## config.mk

```make
export PLATFORM = sky130hd
export DESIGN_NAME = stagemem_apb
export DESIGN_NICKNAME = d
export VERILOG_FILES = /design/src/rtl/stagemem_pkg.sv /design/src/rtl/stagemem_apb_lsu_format.sv /design/src/rtl/stagemem_apb.sv
export SDC_FILE = /design/constraint.sdc
export NUM_CORES = 1
export LEC_CHECK = 0
export ABC_AREA = 0
export BUFFER_PORTS_ARGS = -buffer_cell sky130_fd_sc_hd__buf_2
export CELL_PAD_IN_SITES_DETAIL_PLACEMENT = 0
export CELL_PAD_IN_SITES_GLOBAL_PLACEMENT = 1
export CORE_UTILIZATION = 34
export DETAILED_ROUTE_END_ITERATION = 12
export PLACE_DENSITY_LB_ADDON = 0.3
export SLEW_MARGIN = 20
export SYNTH_ARGS = -nofsm -noshare
export SYNTH_HDL_FRONTEND = slang
export SYNTH_SLANG_ARGS = --single-unit
export TNS_END_PERCENT = 10
```

## constraint.sdc

```tcl
create_clock -name i_clk -period 2.2 [get_ports i_clk]
set_input_delay 0.22 -clock i_clk [delete_from_list [all_inputs] [get_ports i_clk]]
set_output_delay 0.22 -clock i_clk [all_outputs]
set_load 0.05 [all_outputs]
```

## src/rtl/stagemem_pkg.sv

```systemverilog
// Shared definitions for the memory stage: RV32I load/store funct3 codes and
// the APB transfer state encoding.
package stagemem_pkg;

   localparam logic [2:0] LB  = 3'b000;
   localparam logic [2:0] LH  = 3'b001;
   localparam logic [2:0] LW  = 3'b010;
   localparam logic [2:0] LBU = 3'b100;
   localparam logic [2:0] LHU = 3'b101;
   localparam logic [2:0] SB  = 3'b000;
   localparam logic [2:0] SH  = 3'b001;
   localparam logic [2:0] SW  = 3'b010;

   typedef enum logic [1:0] {
      IDLE   = 2'd0,
      SETUP  = 2'd1,
      ACCESS = 2'd2,
      DONE   = 2'd3
   } state_t;

endpackage

```

## src/rtl/stagemem_apb_lsu_format.sv

```systemverilog
// Combinational load/store formatting: legality and alignment of the incoming
// request, store lane/strobe generation, and load extraction with extension.
module lsu_format
   import stagemem_pkg::*;
(
   input  logic        is_store,
   input  logic [2:0]  req_funct3,
   input  logic [1:0]  req_off,
   input  logic [31:0] st_data,
   output logic        acc_ok,
   output logic [3:0]  st_strb,
   output logic [31:0] st_wdata,
   input  logic [2:0]  ld_funct3,
   input  logic [1:0]  ld_off,
   input  logic [31:0] ld_raw,
   output logic [31:0] ld_fmt
);

   logic               legal;
   logic               aligned;
   logic [31:0]        ld_shift;
   logic signed [7:0]  ld_byte;
   logic signed [15:0] ld_half;

   always_comb begin
      legal    = 1'b0;
      aligned  = 1'b1;
      st_strb  = 4'b1111;
      st_wdata = st_data << {req_off, 3'b000};

      if (is_store)
         legal = (req_funct3 == SB) || (req_funct3 == SH) || (req_funct3 == SW);
      else
         legal = (req_funct3 == LB) || (req_funct3 == LH) || (req_funct3 == LW) ||
                 (req_funct3 == LBU) || (req_funct3 == LHU);

      // funct3[1:0] encodes access size for both loads and stores
      case (req_funct3[1:0])
         2'b00: begin
            aligned = 1'b1;
            st_strb = 4'b0001 << req_off;
         end
         2'b01: begin
            aligned = ~req_off[0];
            st_strb = 4'b0011 << req_off;
         end
         default: begin
            aligned = (req_off == 2'b00);
            st_strb = 4'b1111;
         end
      endcase

      acc_ok = legal & aligned;
   end

   always_comb begin
      ld_shift = ld_raw >> {ld_off, 3'b000};
      ld_byte  = ld_shift[7:0];
      ld_half  = ld_shift[15:0];
      case (ld_funct3)
         LB:      ld_fmt = 32'(ld_byte);
         LH:      ld_fmt = 32'(ld_half);
         LBU:     ld_fmt = {24'h000000, ld_shift[7:0]};
         LHU:     ld_fmt = {16'h0000, ld_shift[15:0]};
         default: ld_fmt = ld_shift;
      endcase
   end

endmodule

```

## src/rtl/stagemem_apb.sv

```systemverilog
// MEM stage: issues RV32I loads/stores as APB transfers, stalls the pipeline
// while a transfer is in flight, and returns formatted load data.
module stagemem_apb
   import stagemem_pkg::*;
#(
   parameter int TIMEOUT_CYCLES = 16
)
(
   input  logic        i_clk,
   input  logic        i_reset,
   input  logic        i_valid_mem,
   input  logic        i_mem_rden,
   input  logic        i_mem_wren,
   input  logic [2:0]  i_funct3,
   input  logic [31:0] i_alu_data,
   input  logic [31:0] i_rs2_data,
   output logic        o_stall,
   output logic [31:0] o_ld_data,
   output logic        o_ld_valid,
   output logic        o_mem_err,
   output logic        o_psel,
   output logic        o_penable,
   output logic        o_pwrite,
   output logic [31:0] o_paddr,
   output logic [31:0] o_pwdata,
   output logic [3:0]  o_pstrb,
   input  logic        i_pready,
   input  logic [31:0] i_prdata,
   input  logic        i_pslverr
);

   localparam int CNT_W = $clog2(TIMEOUT_CYCLES + 1);

   state_t           state;
   logic [CNT_W-1:0] to_cnt;
   logic [2:0]       funct3_p1;
   logic [1:0]       off_p1;

   logic             req;
   logic             is_store;
   logic             acc_ok;
   logic [3:0]       st_strb;
   logic [31:0]      st_wdata;
   logic [31:0]      ld_fmt;

   // A request with both rden and wren set is treated as a store
   assign req      = i_valid_mem & (i_mem_rden | i_mem_wren);
   assign is_store = i_mem_wren;
   assign o_stall  = ((state == IDLE) & req & acc_ok) | (state == SETUP) | (state == ACCESS);

   lsu_format u_fmt (
      .is_store   (is_store),
      .req_funct3 (i_funct3),
      .req_off    (i_alu_data[1:0]),
      .st_data    (i_rs2_data),
      .acc_ok     (acc_ok),
      .st_strb    (st_strb),
      .st_wdata   (st_wdata),
      .ld_funct3  (funct3_p1),
      .ld_off     (off_p1),
      .ld_raw     (i_prdata),
      .ld_fmt     (ld_fmt)
   );

   always_ff @(posedge i_clk) begin
      if (i_reset) begin
         state      <= IDLE;
         to_cnt     <= '0;
         funct3_p1  <= '0;
         off_p1     <= '0;
         o_psel     <= 1'b0;
         o_penable  <= 1'b0;
         o_pwrite   <= 1'b0;
         o_paddr    <= '0;
         o_pwdata   <= '0;
         o_pstrb    <= '0;
         o_ld_data  <= '0;
         o_ld_valid <= 1'b0;
         o_mem_err  <= 1'b0;
      end else begin
         o_ld_valid <= 1'b0;
         o_mem_err  <= 1'b0;
         case (state)
            IDLE: begin
               to_cnt <= '0;
               if (req) begin
                  if (acc_ok) begin
                     o_psel    <= 1'b1;
                     o_pwrite  <= is_store;
                     o_paddr   <= {i_alu_data[31:2], 2'b00};
                     o_pwdata  <= st_wdata;
                     o_pstrb   <= is_store ? st_strb : 4'b0000;
                     funct3_p1 <= i_funct3;
                     off_p1    <= i_alu_data[1:0];
                     state     <= SETUP;
                  end else begin
                     o_mem_err <= 1'b1;
                  end
               end
            end
            SETUP: begin
               o_penable <= 1'b1;
               state     <= ACCESS;
            end
            ACCESS: begin
               if (i_pready) begin
                  o_psel    <= 1'b0;
                  o_penable <= 1'b0;
                  o_mem_err <= i_pslverr;
                  if (!o_pwrite && !i_pslverr) begin
                     o_ld_data  <= ld_fmt;
                     o_ld_valid <= 1'b1;
                  end
                  state <= DONE;
               end else if (to_cnt == CNT_W'(TIMEOUT_CYCLES - 1)) begin
                  // Slave never answered: abandon the transfer and flag it
                  o_psel    <= 1'b0;
                  o_penable <= 1'b0;
                  o_mem_err <= 1'b1;
                  state     <= DONE;
               end else begin
                  to_cnt <= to_cnt + CNT_W'(1);
               end
            end
            DONE: begin
               state <= IDLE;
            end
            default: begin
               state <= IDLE;
            end
         endcase
      end
   end

endmodule

```

Word level (Yosys, flattened, before mapping). Index checks and enable logic that the tools add are counted.

Logic and storage cells: 91. Output and inout bits: 106. Input bits: 106. Register bits: 115.

Add/sub/neg operators: 1. Shifts and indexed selects: 4. Equality and inequality tests: 17. Reduce and logical (&&, ||, !) cells: 21. Bitwise logic cells: 10. Muxes and demuxes: 25.

Operators by type and width (count): case mux 32 bit (4 select lines) (1); << shifter 32 x 5 -> 32 bit (1); >> shifter 32 x 5 -> 32 bit (1); == test 3 bit (second input constant) (4); AND reduction 3 bit (4); 2-to-1 mux 1 bit (10); 2-to-1 mux 5 bit (2); case mux 5 bit (2 select lines) (1); 2-to-1 mux 2 bit (4); inequality test 2 bit (second input constant) (4); case mux 1 bit (2 select lines) (4); case mux 2 bit (4 select lines) (1); case mux 4 bit (2 select lines) (1); == test 3 x 1 -> 1 bit (second input constant) (2); logical NOT 2 bit (3); logical NOT 3 bit (2); adder 5 x 1 -> 5 bit (second input constant) (1); == test 5 x 4 -> 1 bit (second input constant) (1); bitwise AND 1 bit (4); == test 2 x 1 -> 1 bit (second input constant) (2); == test 2 bit (second input constant) (2); logical OR 1 bit (4); 2-to-1 mux 4 bit (1); AND reduction 4 bit (1); 11 further kinds (17).

Depth between registers and ports, before layout. Gate-level depths: netlist of the first run.

Word-level depth: 10. Depth in mapped cells: 8. Mapped depth without buffers: 7.

Modules after synthesis. From an unflattened synthesis of the first run, not the netlist that was laid out.

Cell total of the unflattened synthesis: 723. Area, all modules: 5512.8 um^2.

Modules (own cells, without submodules): stagemem_apb (cells each 523, area each 4234.1 um^2, sequential area each 2302.2 um^2, instances 1); lsu_format (cells each 200, area each 1278.7 um^2, sequential area each 0.0 um^2, instances 1).

Worst setup path before layout of the first run. Ideal clock, no wire load.

Path kind: register -> register. Start point: reg to_cnt[0]. End point: reg state[1]. Required time: 2.072 ns. Path buffers: 0. Path slack: 0.344 ns. Setup time: 0.128 ns. Arrival: 1.728 ns. Stages on the path, launching flop included: 8. Period minus slack after synthesis: 1.856 ns. Cell sequence: dfxtp_1 ha_1 and3_1 ha_1 or3b_2 o221a_2 mux2i_1 nor2_1.

Word-level cells in the longest chain between the ends: 3.

Ends and longest elaborated chain: start: declaration (line stagemem_apb.sv:35) `logic [CNT_W-1:0] to_cnt;`; start signal: assignment (line stagemem_apb.sv:122) `to_cnt <= to_cnt + CNT_W'(1);`; == test 5 x 4 -> 1 bit (line stagemem_apb.sv:115) `end else if (to_cnt == CNT_W'(TIMEOUT_CYCLES - 1)) begin`; inequality test 3 x 2 -> 1 bit (no line); AND reduction 3 bit (no line); end signal: assignment (line stagemem_apb.sv:114) `state <= DONE;`; end signal: assignment (line stagemem_apb.sv:120) `state <= DONE;`; end signal: assignment (line stagemem_apb.sv:126) `state <= IDLE;`; end: declaration (line stagemem_apb.sv:34) `state_t state;`.

Every way passes these cells. A chain may end at the register's enable or synchronous reset.

Final worst setup path of the first run.
Start point: reg state[0]. End point: out o_stall.

Word-level cells in the longest chain between the ends: 5. Elaborated cells on any way between the ends: 7. Those cells by class: eq/ne (2); bitwise (4); reduce/logical (1).

Ends and longest elaborated chain: start signal: assignment (line stagemem_apb.sv:67) `state <= IDLE;`; start signal: assignment (line stagemem_apb.sv:95) `state <= SETUP;`; start signal: assignment (line stagemem_apb.sv:103) `state <= ACCESS;`; logical NOT 2 bit (line stagemem_apb.sv:49) `assign o_stall = ((state == IDLE) & req & acc_ok) | (state == SETUP) | (state == ACCESS);`; bitwise AND 1 bit (2 in a row) (line stagemem_apb.sv:49); bitwise OR 1 bit (line stagemem_apb.sv:49); bitwise OR 1 bit (*) (line stagemem_apb.sv:49); end: declaration (line stagemem_apb.sv:17) `output logic o_stall,`.

Every way passes the cells marked *; elsewhere a longest branch is shown, timed or not.

==> flow_summary.toml, run 1 <==
[die]
ios = 212
dieHeight_um = 126
rows = 45
core_region_area_um2 = 15100
die_area_um2 = 16000
die_w_um = 126
start_util = 0.348

[timing]
timing.final.ws_setup_ps = 77.4
finalCriticalPeriod_ps = 2120
finalCritPeriodShare = 0.965
rsz0062_at_grt = "false"
fin_skew_ps = 7.87
max_freq_mhz = 471
setup-tns-final_ps = 0
relSlewSlack = 0.495
setup_violations = 0
tightestPinTransition_ps = 756
final_hold_viol_count = 0
maxSlewViolCount = 0

[clock_network]
cts-root-buf = "clkbuf_16"
clkLatencyLatePin_ps = 410
cts_tree = "built"
cts.path.max_buffers = 2
h-tree-depth = 4
cts_buffers = 17
clock-sinks = 115
clk_pin_slew_worst_paths_ps = 50

[global_routing]
grt_pass1_vias = 4998
grt_pass1_wl_mm = 25.3
antenna_found_initial = 0
grt_overflow_total = 0
grt_max_degree = 65
grt.total_usage = 0.201

[cells_and_area]
n_antenna_cell = 0
drive_gt1_frac = 0.338
nets = 937
final_area_um2 = 7020
area_growth_syn_to_layout_pct = 33.3

[yosys]
netlist_area_um2 = 5260
synth_edf_count = 0
ys.flop_type = "dfxtp_1"
seq_area_frac_synth = 0.437
synth_common_cells = "nand2_1 (127), dfxtp_1 (115), a21oi_1 (101), nor2_1 (53), mux2i_1 (32)"
synth.distinct_cells = 44
yosys_warnings = 0
yosys.area.top_type_share = 0.437
syn_inst = 638
postSynthAreaPerCell_um2 = 8.25
synth_top_cell_by_area = "dfxtp_1"
synthArstFlopShare = 0
yosys_register_bits = 115
yosysMostFrequentCell = "nand2_1"
synthTopCellsByArea = "dfxtp_1 (44%), a21oi_1 (9.6%), nand2_1 (9.1%), mux2i_1 (6.1%), nor2_1 (3.8%)"

[setup_path]
crit_fanout = 5
critical_path.cell_chain = "inv_1, ha_2, o211a_1, o21a_2, or3_1, buf_4"
slowest_delay_ps = 370
cpLargestDelayFamily = "flip-flops"
slowest_stage = "dfxtp_1"
crit_arrival_ps = 1900
worst-path-buf-inv = 2
rr_endpoint = "o_psel"
required_ps = 1980
crit_type = "flop to primary output"
end_kind = "primary output"
start_kind = "flop"
rrSetupSlack_ps = 170
reg2reg_from = "to_cnt[0]"
reg2reg_depth = 6

[route]
viasPerCell = 5.07
via_count = 5212
wl_per_cell_um = 15.5
routed_wl_mm = 15.9
drc = 0
drtIter0Drc = 257
postRouteAntennaNets = 0
drtPass1Iterations = 4

[status]
status = "finished, final reports clean"

[placed_design]
gp_congestion = 0.866
post-dp-hpwl_mm = 11.5
portBuffers = 209
dp_slack_ps = 163
dpl-instance-area_um2 = 6440

[hold_path]
holdPathEnd = "o_paddr[20]"
min_from = "i_alu_data[20]"
hold_path.class = "input port to flop"
hold_path_depth = 3

[power_and_ir_drop]
p_leak_uw = 0.00305
p_total_uw = 5820
peakVddDrop_uv = 506
cellPowerDensity_nw_per_um2 = 830

[flow_run]
maxCapViolations = 0
[metrics by stage]
stage / hold slack (ps) / utilization / std cells
after floorplan: 356 / - / 639
after global placement: 436 / 0.425 / 994
after detailed placement: 442 / 0.425 / 994
after CTS: 29.1 / 0.463 / 1027
after global routing: 39.2 / 0.463 / 1027
final: 47.5 / 0.463 / 1027
[worst min-delay path, delay by kind of cell]
family	cells	cell delay, ps
buf+inv	1	100
simple gates	1	40
compound gates	1	50
[sequential cells by signal (all words and copies together), names as in the netlist]
name / flops
o_ld_data: 32
o_pwdata: 32
o_paddr: 30
to_cnt: 5
o_pstrb: 4
funct3_p1: 3
off_p1: 2
state: 2
o_ld_valid: 1
o_mem_err: 1
o_penable: 1
o_psel: 1
o_pwrite: 1
[how the worst max path moves through the flow]
stage / start / endpoint / depth (start not counted)
CTS: state[0] / o_stall / 6
finish: state[0] / o_stall / 6
global placement: to_cnt[0] / state[1] / 7
global route: state[0] / o_stall / 6
detailed placement: to_cnt[0] / to_cnt[3] / 7
floorplan: to_cnt[0] / state[1] / 7
[power by group]
group | leakage, µW | switching, µW | internal [µW]
sequential | 0.000931 | 49.3 | 2170
combinational | 0.00185 | 702 | 329
clock | 0.000271 | 945 | 1630
[area by class of cell]
type / count / area, µm²
clock buffers: 22 / 474
clock inverters: 10 / 82.6
flip-flops and latches: 115 / 2300
repair buffers: 225 / 1210
inverters: 6 / 22.5
well taps: 188 / 235
fillers: 1544 / 8130
multi-input cells: 461 / 2690
[timing repair]
item,CTS,global route
pin swaps,1,0
hold buffers,0,0
cloned,0,0
resized for setup,1,2
buffers inserted,1,0
setup endpoints to repair,1,3
endpoints found under the hold margin,0,0
[layout by cell type, fill, tap and decap left out, types with 8 or more instances in the layout]
master / n
buf_2: 207
nand2_1: 127
dfxtp_1: 115
a21oi_1: 101
nor2_1: 53
mux2i_1: 32
a211oi_1: 25
nor3_1: 20
o211ai_1: 18
mux2_2: 17
clkbuf_16: 17
buf_4: 15
nand3_1: 11
or3_1: 9
o2bb2ai_1: 8
[logic make-up (layout without fill, tap and decap cells)]
| group | Yosys count | after routing | synth area share |
|---|---|---|---|
| buffers and inverters | 63 | 263 | 0.0580 |
| adder cells (fa/ha/maj) | 5 | 5 | 0.0119 |
| AO/OA/AOI/OAI | 164 | 164 | 0.194 |
| other | 1 | 2 | 0.000712 |
| multiplexers | 50 | 50 | 0.101 |
| XOR/XNOR | 2 | 2 | 0.00333 |
| AND/OR/NAND/NOR | 238 | 238 | 0.193 |
| flip-flops | 115 | 115 | 0.437 |
[metal layers]
layer | vias to the layer above | share of wire | GRT usage
li1 | 2586 | - | -
met1 | 2422 | 0.43 | 0.235
met2 | 174 | 0.48 | 0.337
met3 | 30 | 0.071 | 0.0624
met4 | 0 | 0.024 | 0.0879
met5 | - | 0 | 0
Power figures use the tool's default switching activity.
==> inputs of run 2 (changes only) <==
- CORE_MARGIN: not set -> 5
- HOLD_SLACK_MARGIN: not set -> 0.03
==> flow_summary.toml, run 2 (synthesis results as in run 1) <==
[die]
core_region_area_um2 = 15200
start_util = 0.346
dieHeight_um = 134
die_w_um = 134
die_area_um2 = 18100
rows = 45
ios = 212

[setup_path]
start_kind = "flop"
reg2reg_depth = 7
crit_type = "flop to primary output"
required_ps = 1980
worst-path-buf-inv = 2
rrSetupSlack_ps = 190
cpLargestDelayFamily = "flip-flops"
crit_fanout = 5
rr_endpoint = "state[1]"
critical_path.cell_chain = "inv_1, ha_2, o211a_1, o21a_2, or3_1, buf_4"
slowest_stage = "dfxtp_1"
crit_arrival_ps = 1860
slowest_delay_ps = 370
end_kind = "primary output"
reg2reg_from = "to_cnt[0]"

[timing]
max_freq_mhz = 482
maxSlewViolCount = 0
tightestPinTransition_ps = 1020
finalCriticalPeriod_ps = 2080
setup_violations = 0
finalCritPeriodShare = 0.943
setup-tns-final_ps = 0
final_hold_viol_count = 0
fin_skew_ps = 7.79
rsz0062_at_grt = "false"
relSlewSlack = 0.316

[placed_design]
portBuffers = 209
post-dp-hpwl_mm = 12.7
gp_congestion = 0.901
dpl-instance-area_um2 = 6460

[cells_and_area]
area_growth_syn_to_layout_pct = 34.2
drive_gt1_frac = 0.339
n_antenna_cell = 0
reg.largest.list = "o_ld_data: 32 flops, o_pwdata: 32 flops, o_paddr: 30 flops"
nets = 941
post-route-util = 0.465
final_area_um2 = 7060
mostFrequentLayoutCells = "buf_2 (207), nand2_1 (127), dfxtp_1 (115)"
layout_commonest_cell = "buf_2"

[global_routing]
grt.total_usage = 0.186
busiest_layer = "met2"
grt_max_degree = 66
use_met1 = 0.218
use_met2 = 0.310
grt_overflow_total = 0
met3_usage = 0.0754
antenna_found_initial = 1
grt_pass1_vias = 5391
grt_pass1_wl_mm = 27.0

[route]
viasPerCell = 5.16
wl_per_cell_um = 16.5
drtIter0Drc = 284
routed_wl_mm = 17.0
drc = 0
postRouteAntennaNets = 0
drtPass1Iterations = 4
via_count = 5316

[clock_network]
cts_tree = "built"
cts.path.max_buffers = 2
clkLatencyLatePin_ps = 410
h-tree-depth = 4
clk_pin_slew_worst_paths_ps = 50
cts_buffers = 17
clock-sinks = 115
cts-root-buf = "clkbuf_16"

[flow_run]
maxCapViolations = 0

[power_and_ir_drop]
p_leak_uw = 0.00308
p_switching_uw = 1700
p_comb_frac = 0.175
internal-power_uw = 4250
power_frac_seq = 0.373
clock_power_share = 0.452
cellPowerDensity_nw_per_um2 = 843
switching_share = 0.286
peakVddDrop_uv = 530

[hold_path]
holdPathEnd = "o_paddr[27]"
min_from = "i_alu_data[27]"
hold_path.class = "input port to flop"
hold_path_depth = 3

[status]
status = "finished, final reports clean"
==> run 2: changes by cell type in the layout (fill, tap and decap cells not counted) <==
cell	delta
buf_4	+3
buf_6	+2
clkinv_2	-2
buf_12	-1
bufinv_16	+1
clkbuf_1	+1
clkinv_4	+1
clkinvlp_4	-1
nor3b_1	+1
nor3b_2	-1
==> run 2: cell type report <==
cell class,count,area (µm²)
clock buffer,23,478
timing repair buffer,229,1230
inverter,6,22.5
sequential,115,2300
clock inverter,9,104
tap,188,235
fill,1542,8140
multi-input combinational,461,2690
==> run 2: timing repair <==
action,4_1_cts,5_1_grt
setup buffers,1,0
pin swaps,1,0
resized for setup,1,3
hold buffers,0,0
setup endpoints to repair,1,39
==> run 2: worst min-delay path: cells and delay by family <==
kind            cells  cell delay [ps]
buf+inv             1              100
compound gates      1               50
simple gates        1               40
==> run 2: worst max path at each step <==
| stage | from | slack [ps] | endpoint | cells past startpoint |
|---|---|---|---|---|
| floorplan | to_cnt[0] | 340 | state[1] | 7 |
| global placement | to_cnt[0] | 220 | state[1] | 7 |
| detailed placement | i_funct3[0] | 160 | o_paddr[24] | 6 |
| CTS | state[0] | 50 | o_stall | 6 |
| global route | to_cnt[0] | 10 | to_cnt[3] | 7 |
| finish | state[1] | 120 | o_stall | 6 |
==> run 2: metal layers <==
metal / vias up / wire, µm / part of all wire
met5: - / 7 / 0.00041
met4: 2 / 313 / 0.018
met3: 31 / 1540 / 0.090
met2: 191 / 8130 / 0.48
met1: 2492 / 7030 / 0.41
li1: 2600 / - / -
==> run 2: per-stage QoR <==
stage          std cells  setup slack (ps)  hold slack, ps  total power (µW)
4_1_cts             1031              48.3            30.5              6020
2_1_floorplan        639               344             356              2970
3_3_place_gp         998               220             439              3280
5_1_grt             1031              12.2            40.4              6190
6_report            1031               125            50.7              5950
3_5_place_dp         998               160             444              3290
==> run 2: power by group through the flow <==
stage	combinational [µW]	clock (µW)	sequential, µW
2_1_floorplan	461	0	2510
3_3_place_gp	1020	0	2260
3_5_place_dp	1030	0	2260
4_1_cts	1040	2750	2220
5_1_grt	1120	2840	2230
6_report	1040	2690	2220
==> inputs of run 3 (changes only) <==
- REMOVE_ABC_BUFFERS: not set -> 1
==> flow_summary.toml, run 3 (synthesis results as in run 1) <==
[global_routing]
grt.total_usage = 0.181
grt_max_degree = 66
grt_pass1_wl_mm = 26.5
grt_overflow_total = 0
grt_pass1_vias = 5178
antenna_found_initial = 1

[status]
status = "finished, final reports clean"

[cells_and_area]
drive_gt1_frac = 0.339
area_growth_syn_to_layout_pct = 36.7
layout_commonest_cell = "buf_2"
reg.largest.list = "o_ld_data: 32 flops, o_pwdata: 32 flops, o_paddr: 30 flops"
post-route-util = 0.473
nets = 948
final_area_um2 = 7200
mostFrequentLayoutCells = "buf_2 (207), nand2_1 (127), dfxtp_1 (115)"

[power_and_ir_drop]
switching_share = 0.279
peakVddDrop_uv = 511
p_leak_uw = 0.00312
cellPowerDensity_nw_per_um2 = 868
power_frac_seq = 0.355
internal-power_uw = 4500
clock_power_share = 0.476
p_comb_frac = 0.169
p_switching_uw = 1740

[die]
die_area_um2 = 18100
die_w_um = 134
ios = 212
core_region_area_um2 = 15200
rows = 45
start_util = 0.346
dieHeight_um = 134

[placed_design]
dpl-instance-area_um2 = 6450
portBuffers = 209
post-dp-hpwl_mm = 12.1
dp_slack_ps = 185
gp_congestion = 0.820

[setup_path]
cpLargestDelayFamily = "flip-flops"
crit_type = "flop to primary output"
crit_fanout = 5
end_kind = "primary output"
cp.depth = 6
required_ps = 1980
crit_arrival_ps = 1890
critical_path.cell_chain = "inv_1, ha_2, o211a_1, o21a_2, or3_1, buf_4"
start_kind = "flop"
worst-path-buf-inv = 2
reg2reg_depth = 6
slowest_stage = "dfxtp_1"
slowest_delay_ps = 360

[clock_network]
clk_pin_slew_worst_paths_ps = 60
clkLatencyLatePin_ps = 410
cts_buffers = 17
h-tree-depth = 4
cts.path.max_buffers = 2
cts-root-buf = "clkbuf_16"
cts_tree = "built"
clock-sinks = 115

[route]
wl_per_cell_um = 16.2
routed_wl_mm = 16.8
via_count = 5238
drtIter0Drc = 212
drc = 0
drtPass1Iterations = 4
postRouteAntennaNets = 0
viasPerCell = 5.04

[hold_path]
hold_path.class = "input port to flop"
hold_path_depth = 3

[timing]
relSlewSlack = 0.418
finalCriticalPeriod_ps = 2110
rsz0062_at_grt = "false"
final_hold_viol_count = 0
timing.final.ws_setup_ps = 92.2
whs_ps = 42.6
tightestPinTransition_ps = 869
setup_violations = 0
finalCritPeriodShare = 0.958
max_freq_mhz = 474
fin_skew_ps = 6.19
maxSlewViolCount = 0

[flow_run]
maxCapViolations = 0
run 3: changes by cell type in the layout (fill, tap and decap cells not counted), sizes merged, moves of 2 or more:
cell | before | now
clkinvlp | 2 | 4
dlygate4sd3 | 0 | 8
bufinv | 2 | 4
clkbuf | 23 | 20
clkinv | 5 | 3
run 3: power by group through the flow:
stage | clock network, µW | registers [µW] | logic [µW]
after floorplan | 0 | 2520 | 373
after global placement | 0 | 2260 | 1020
after detailed placement | 0 | 2260 | 1030
after CTS | 3030 | 2220 | 1060
after global routing | 3150 | 2230 | 1140
final | 2970 | 2220 | 1060
run 3: path summary, 6_finish.rpt:
path | to | slack [ps] | start
min | o_paddr[2] | 40 | i_alu_data[2]
max reg2reg | o_psel | 250 | to_cnt[0]
min reg2reg | o_pwdata[14] | 450 | o_pwdata[14]
max | o_stall | 90 | state[0]
run 3: area by class of cell:
| type | instances | area, µm² |
|---|---|---|
| clock inverters | 12 | 178 |
| clock buffers | 20 | 467 |
| fillers | 1518 | 8010 |
| flip-flops and latches | 115 | 2300 |
| diodes | 1 | 2.50 |
| well taps | 188 | 235 |
| multi-input cells | 461 | 2690 |
| inverters | 6 | 22.5 |
| repair buffers | 236 | 1300 |
run 3: timing repair:
| action | 4_1_cts | 5_1_grt |
|---|---|---|
| gates cloned | 0 | 0 |
| buffers inserted | 1 | 0 |
| endpoints found under the hold margin | 8 | 0 |
| pin swaps | 1 | 0 |
| hold buffers | 8 | 0 |
| endpoints found under the setup margin | 1 | 26 |
| resized for setup | 1 | 2 |
run 3: stage by stage:
step                TNS (ps)  power (µW)  cells
floorplan             -41560        2890    582
global placement           0        3280    997
detailed placement         0        3290    997
CTS                        0        6310   1038
global route               0        6520   1038
finish                     0        6240   1039
run 3: worst reg2reg max path, cell delays in order (launching register included):
cell and delay [ps]:
dfxtp_1 330, ha_1 210, and3_1 180, ha_1 210, or3b_2 540, o221a_2 170
a211oi_1 230
run 3: layer usage:
| metal | wire [µm] | GRT usage | vias to the layer above |
|---|---|---|---|
| li1 | - | - | 2613 |
| met1 | 7170 | 0.223 | 2408 |
| met2 | 7790 | 0.288 | 191 |
| met3 | 1470 | 0.0675 | 24 |
| met4 | 333 | 0.0718 | 2 |
| met5 | 13 | 0 | - |
